--- config.mk ---
export PLATFORM = sky130hd
export DESIGN_NAME = mux_rr_arbiter
export DESIGN_NICKNAME = d
export VERILOG_FILES = /design/src/rtl/mux_rr_arbiter.sv
export SDC_FILE = /design/constraint.sdc
export NUM_CORES = 1
export LEC_CHECK = 0
export ABC_AREA = 1
export CAP_MARGIN = 40
export CORE_UTILIZATION = 35
export DETAILED_ROUTE_END_ITERATION = 8
export PLACE_DENSITY = 0.62
export SETUP_SLACK_MARGIN = 0.15
export SLEW_MARGIN = 20
export SYNTH_ARGS = -nofsm -noshare
export SYNTH_HDL_FRONTEND = slang
export SYNTH_SLANG_ARGS = --single-unit
--- constraint.sdc ---
create_clock -name clk -period 2.15 [get_ports clk]
set_clock_uncertainty 0.1 [all_clocks]
set_input_delay 0.5375 -clock clk [delete_from_list [all_inputs] [get_ports clk]]
set_output_delay 0.5375 -clock clk [all_outputs]
set_load 0.03 [all_outputs]
--- src/rtl/mux_rr_arbiter.sv ---
// Round-robin arbiter driving the select of a shared N-to-1 mux.
// Grants are held while requested, up to MAX_HOLD cycles when others wait.
module mux_rr_arbiter #(
  parameter int unsigned N        = 4,
  parameter int unsigned MAX_HOLD = 8
) (
  input  logic                 clk,
  input  logic                 reset,
  input  logic [N-1:0]         req,
  output logic [N-1:0]         gnt,
  output logic [$clog2(N)-1:0] sel,
  output logic                 busy,
  output logic                 preempt
);

  localparam int unsigned SW = $clog2(N);
  localparam int unsigned CW = $clog2(MAX_HOLD + 1);
  localparam logic [CW-1:0] HOLD_MAX = CW'(MAX_HOLD);

  localparam logic [0:0] IDLE  = 1'b0;
  localparam logic [0:0] GRANT = 1'b1;

  logic [0:0]    state, state_n;
  logic [SW-1:0] ptr, ptr_n;
  logic [CW-1:0] cnt, cnt_n;
  logic [SW-1:0] sel_n;
  logic [N-1:0]  gnt_n;
  logic          busy_n;
  logic          preempt_n;

  logic [N-1:0]  owner_oh;
  logic [N-1:0]  others;
  logic [SW-1:0] next_ptr;

  // First set bit of r scanning start, start+1, ... with modulo-N wrap
  function automatic logic [SW-1:0] pick(input logic [N-1:0] r, input logic [SW-1:0] start);
    logic [SW-1:0] res;
    logic [SW-1:0] idx;
    res = start;
    for (int i = N - 1; i >= 0; i--) begin
      idx = start + SW'(i);
      if (r[idx]) res = idx;
    end
    return res;
  endfunction

  assign owner_oh = N'(1) << sel;
  assign others   = req & ~owner_oh;
  assign next_ptr = sel + SW'(1);

  // Next-state and next-output logic
  always_comb begin
    state_n   = state;
    ptr_n     = ptr;
    cnt_n     = cnt;
    sel_n     = sel;
    busy_n    = busy;
    preempt_n = 1'b0;

    case (state)
      IDLE: begin
        busy_n = 1'b0;
        if (|req) begin
          sel_n   = pick(req, ptr);
          busy_n  = 1'b1;
          cnt_n   = CW'(1);
          state_n = GRANT;
        end
      end

      GRANT: begin
        if (!req[sel]) begin
          ptr_n = next_ptr;
          if (|others) begin
            sel_n = pick(others, next_ptr);
            cnt_n = CW'(1);
          end else begin
            busy_n  = 1'b0;
            state_n = IDLE;
          end
        end else if (cnt == HOLD_MAX) begin
          // Timeout only rotates if someone else is waiting; otherwise cnt saturates
          if (|others) begin
            ptr_n     = next_ptr;
            sel_n     = pick(others, next_ptr);
            cnt_n     = CW'(1);
            preempt_n = 1'b1;
          end
        end else begin
          cnt_n = cnt + CW'(1);
        end
      end

      default: begin
        busy_n  = 1'b0;
        state_n = IDLE;
      end
    endcase

    gnt_n = busy_n ? (N'(1) << sel_n) : '0;
  end

  // State and registered outputs
  always_ff @(posedge clk) begin
    if (reset) begin
      state   <= IDLE;
      ptr     <= '0;
      cnt     <= '0;
      sel     <= '0;
      gnt     <= '0;
      busy    <= 1'b0;
      preempt <= 1'b0;
    end else begin
      state   <= state_n;
      ptr     <= ptr_n;
      cnt     <= cnt_n;
      sel     <= sel_n;
      gnt     <= gnt_n;
      busy    <= busy_n;
      preempt <= preempt_n;
    end
  end

endmodule

## Word level (Yosys, flattened, before mapping)

Index checks and enable logic that the tools add are counted.

- Add/sub/neg operators: 8
- $lt $le $gt $ge: 9
- Eq/ne operators: 4
- Shifts and indexed selects: 2
- Mux-type cells: 46
- Bitwise logic cells: 6
- Reductions and logical operators: 5

Operator list:

| operator | count |
|---|---|
| $mux W2 | 15 |
| $lt A2 B3 Y1 const B | 9 |
| $bmux W1 S2 | 9 |
| $mux W4 | 4 |
| $mux W1 | 14 |
| $reduce_or A4 Y1 | 3 |
| $add A2 B2 Y2 const B | 4 |
| $pmux W4 S2 | 1 |
| $shl A1 B2 Y4 const A | 2 |
| $add A2 B1 Y2 const B | 3 |
| $add A4 B1 Y4 const B | 1 |
| $and A4 B4 Y4 | 1 |
| $eq A4 B4 Y1 const B | 1 |
| $ne A2 B1 Y1 const B | 2 |
| $not A1 Y1 | 4 |
| $not A4 Y4 | 1 |
| $pmux W1 S2 | 2 |
| $pmux W2 S2 | 1 |
| $reduce_and A3 Y1 | 1 |
| $ne A2 B2 Y1 const B | 1 |
| $reduce_or A2 Y1 | 1 |

- Register bits: 15
- Input port bits: 6
- Output and inout port bits: 8
- Logic and storage cells: 87

## Longest topological paths before layout

- Word-level depth: 14
- Mapped depth: 16
- Gate-level depth less buffers: 16

## Worst setup path before layout

No wires, ideal clock.

- Path kind: register -> register
- Start point: register sel[0]
- End point: register gnt[1]
- Library setup time: 0.113 ns
- Arrival time: 1.933 ns
- Required time: 1.937 ns
- Setup slack: 0.004 ns
- Stages on the path, launching flop included: 13
- Buffers on the path: 0
- Clock period less this slack: 2.146 ns
- Cells stage by stage: dfxtp_1 > inv_2 > ha_1 > xor2_2 > nand2b_1 > nand2_1 > nand2_1 > nand2_1 > nand2_1 > nand3_1 > nand3_2 > nand2_2 > nor2_1

- Elaborated cells between the ends (all ways): 33
- Those cells by class: add/sub: 4; shift: 2; mux: 22; bitwise: 3; reduce/logical: 2

RTL lines:

| item | RTL line | text |
|---|---|---|
| start: declaration | 11 | `output logic [$clog2(N)-1:0] sel,` |
| start signal: assignment | 117 | `sel <= sel_n;` |
| $add A2 B1 Y2 * | 49 | `assign next_ptr = sel + SW'(1);` |
| net next_ptr[0] | 33 | `logic [SW-1:0] next_ptr;` |
| $add A2 B2 Y2 | 41 | `idx = start + SW'(i);` |
| $bmux W1 S2 | 42 | `if (r[idx]) res = idx;` |
| $mux W1 (implied by the code) | 42 |  |
| $mux W2 (3 in a row) | 42 |  |
| $mux W2 * | 42 |  |
| $mux W2 * | 74, 83 |  |
| $mux W2 | 81 | `end else if (cnt == HOLD_MAX) begin` |
| $mux W2 * | 72 | `if (!req[sel]) begin` |
| $pmux W2 S2 * | 60 | `case (state)` |
| $shl A1 B2 Y4 * | 100 | `gnt_n = busy_n ? (N'(1) << sel_n) : '0;` |
| end signal: assignment | 118 | `gnt <= gnt_n;` |
| end: declaration | 10 | `output logic [N-1:0] gnt,` |

The timed path passes the listed nets; every way through them passes the cells marked *. The select of a mux whose other input is x is not followed.
A chain may end at the register's enable or synchronous reset.

## Worst setup path in the final report

- Start point: register busy
- End point: output port busy

RTL lines:

| item | RTL line | text |
|---|---|---|
| start: declaration | 12 | `output logic busy,` |
| start signal: assignment | 119 | `busy <= busy_n;` |

No word-level cell between the ends.

==> impl.org <==
** Power
- Areal power density over the cells :: 1240 nW/um^2
- Leakage Power :: 0.840 nW
- Total power :: 0.00206 W
- VDD sags by at most 0.486 mV.

** Global route
- Maximum number of pins on one net before global-route repair :: 14
- The number of global-route vias before repair was 1150.
- Global routing consumed, over all layers together, 17.2% of the routing resources.
- Global-route wire length before repair :: 4760 um
- The number of antenna violations at the first check in global routing was 0.
- For this run the aggregate overflow at the end of global routing stands at 0.

** Setup path
- Counting both buffers and inverters, the worst setup path holds a total of 1.
- The worst register-to-register path ends at gnt[3].
- In this run the worst setup path begins at busy.
- At the worst endpoint, the required time is 1.51 ns.
- Crit path depth :: 1
- WS Path Type :: flip-flop to output pin
- Maximum fanout along the worst path :: 2
- The worst setup path is captured at an output pin.
- Setup slack on the worst reg-to-reg path comes out at 0.25 ns.
- Launching point of the worst reg2reg path :: sel[0]
- At the worst endpoint, the arrival time is 1.29 ns.
- Ordered cell list for the critical path :: clkdlybuf4s50_1
- Category of the worst setup path launch point :: flip-flop
- Critical path endpoint :: busy
- Delay contributed by the slowest stage of the critical path :: 0.67 ns
- The cell family contributing the most delay on the critical path is buffers and inverters.
- The largest individual stage delay along the critical path comes from the cell clkdlybuf4s50_1.
- R2R cell count :: 17

** Detailed routing
- Vias per inst :: 4.66
- Detailed routing placed a total of 109 um of wire on met3.
- Summed over all nets, wire length on met2 after detailed routing comes to 1410 um.
- Number of violations reported at the end of detailed-routing iteration 0 :: 86
- In the final routed layout, each cell accounts on average for 10.9 um.
- TritonRoute pass-1 iters :: 4
- M1 wire length :: 1390 um
- Final ANT Viol Nets :: 0
- Final Routed Wirelength :: 2920 um
- For this run, design rule violations remaining after detail routing come to 0.
- Across all layers, the routed design uses 1244 vias.
- In this run the top signal layer used is met4.

** Floorplan
- In this run the core area contains 20 standard-cell rows.
- Die W :: 60.8 um
- Die height :: 60.8 um
- 14 I/O pins were placed.
- The initial utilization of the core area, before any placement, comes to 38.4%.
- Core Footprint :: 3150 um^2
- The floorplan step defined a die boundary enclosing 3700 um^2.

** Clocking
- TritonCTS built the clock tree.
- CTS built an H-tree with a depth of 1.
- Hold-fix buffers, CTS :: 0
- Number of sinks on the clock net :: 15
- Clock tree synthesis inserted a total of 3 buffers.
- Skew-Pair Late Insertion Delay :: 0.29 ns
- In this run the clock root is driven by a clkbuf_4.
- CTS Buffer Depth :: 2
- Clock-pin slew was measured on the worst setup and hold paths at 0.09 ns.

** STA
- Actual slew at the worst max-slew pin :: 0.358 ns
- Counting I/O delays and the setup requirement, the final critical path takes 1.93 ns.
- Post-route fraction of the period consumed by the critical path :: 89.8%
- The final number of hold-violating endpoints is 0.
- Measured against its own limit, the worst slew margin works out to 76.1%.
- Timing would allow up to 518 MHz.
- Setup repair after global routing could not meet its margin everywhere.
- Number of slew-limit violations in the final report :: 0
- Setup violations remaining at the end of the flow were counted as 0.

** Finish
- At the end of the flow, the number of nets in the layout was 236.
- The layout has 330 filler cells.
- Area overhead of the layout relative to synthesis :: 37.4%
- Once layout is done, the placed cells without fillers occupy 1660 um^2.
- Share of final-layout standard cells stronger than drive strength 1 :: 31.8%
- Inserted Diodes :: 0

** Outcome
- Run status :: finished, final reports clean

** Synth
- Net count of the mapped netlist :: 200
- The cell area that synthesis handed to floorplanning was 1210 um^2.
- Yosys synthesis warning count :: 0
- In the synthesized netlist, the number of instances is 188.
- Number of different library cells in the post-synthesis netlist :: 28
- Sequential cells were found to cover 24.8% of the synthesized design area.
- Synthesized flop and latch total :: 15
- Dividing the synthesized area by the synthesized cell count gives 6.44 um^2.

** Place
- Total placed instance area :: 1490 um^2
- Buffers placed on the I/O ports in this run total 13.
- Global placement routability congestion :: 0.846
- DP Wirelength :: 2130 um

** Hold path
- Worst hold-check path type :: flip-flop to flip-flop

** Run
- Max-cap violations in this run came to 0.
==> cell usage after synthesis, drive strengths merged <==
cell	count	area (um^2)
a21oi	13	72.6
a31oi	2	12.5
a32oi	2	17.5
buf	3	27.5
clkinv	1	3.75
dfxtp	15	300
ha	6	75.1
inv	30	113
nand2	58	228
nand2b	1	6.26
nand3	20	110
nand4	2	12.5
nor2	15	71.3
nor4	1	6.26
o2111ai	1	15.0
o21ai	12	71.3
xnor2	1	8.76
xor2	5	58.8
==> worst min path at each step <==
stage          startpoint  endpoint  slack (ns)  cells past startpoint
6_report           cnt[3]    cnt[3]        0.44                      2
5_1_grt            cnt[3]    cnt[3]        0.47                      2
4_1_cts            cnt[3]    cnt[3]        0.44                      2
3_5_place_dp       cnt[3]    cnt[3]        0.41                      2
3_3_place_gp       cnt[3]    cnt[3]        0.41                      2
2_1_floorplan      cnt[3]    cnt[3]        0.37                      2
==> report_power, final <==
| part | leakage, nW | switching, W | internal, W |
|---|---|---|---|
| logic | 0.700 | 0.000847 | 0.000632 |
| clock network | 0.0150 | 0.0000894 | 0.0000721 |
| registers | 0.125 | 0.0000725 | 0.000348 |
| total | 0.840 | 0.00101 | 0.00105 |
==> per-stage QoR <==
step           setup TNS (ns)  setup WS, ns  hold WS [ns]  util [%]  instances
6_report                    0         0.218         0.435      52.7        267
5_1_grt                     0         0.129         0.471      52.7        267
4_1_cts                     0         0.152         0.438      48.5        262
3_5_place_dp            -1.17        -0.173         0.413      47.3        258
3_3_place_gp            -1.32        -0.209         0.411      47.3        258
2_1_floorplan               0         0.168         0.374         -        188
==> cell type report <==
type	count	area, um^2	area share [%]
multi-input cells	139	856	51.5
repair buffers	34	303	18.2
inverters	31	116	7.00
well taps	44	55.1	3.31
clock buffers	4	26.3	1.58
flip-flops and latches	15	307	18.4
==> worst min-delay path, cell delays in order (launching register included) <==
cell     delay [ns]
dfxtp_1        0.35
nand2_1        0.09
a21oi_1        0.06
==> what timing repair did <==
action / CTS / global route
pin swaps: 0 / 10
resized for setup: 5 / 34
cloned: 0 / 0
endpoints found under the hold margin: 0 / 0
buffers inserted: 0 / 5
endpoints found under the setup margin: 5 / 13
==> metal layers <==
layer / up-vias / track usage (%)
li1: 668 / -
met1: 553 / 22.2
met2: 20 / 29.4
met3: 3 / 3.41
met4: 0 / 4.55
met5: - / 0
==> sequential cells by signal (all words and copies together), names as in the netlist <==
register and cells:
busy 1, gnt 4, ptr 2, preempt 1
sel 2, cnt 4, state 1
==> cells in the final DEF (no fill, tap or decap), drive strengths merged <==
cell	count
nor2	15
xor2	5
dlygate4sd2	3
nand2	58
a32oi	2
clkdlybuf4s50	7
nand3	20
buf	21
inv	30
o21ai	12
a31oi	2
dfxtp	15
ha	6
clkbuf	4
o2111ai	1
dlymetal6s2s	3
xnor2	1
nand2b	1
nand4	2
a21oi	13
nor4	1
clkinv	1
==> kinds of logic (layout without fill, tap and decap cells) <==
| group | Yosys count | count (layout) | synth area share, % |
|---|---|---|---|
| xor gates and xnor gates | 6 | 6 | 5.58 |
| DFF | 15 | 15 | 24.8 |
| AOI/OAI and AO/OA | 30 | 30 | 15.6 |
| adders and majority gates | 6 | 6 | 6.20 |
| buffers and inverters | 34 | 69 | 11.9 |
| and+or+nand+nor | 97 | 97 | 35.9 |
(Power assumes the default switching activity.)
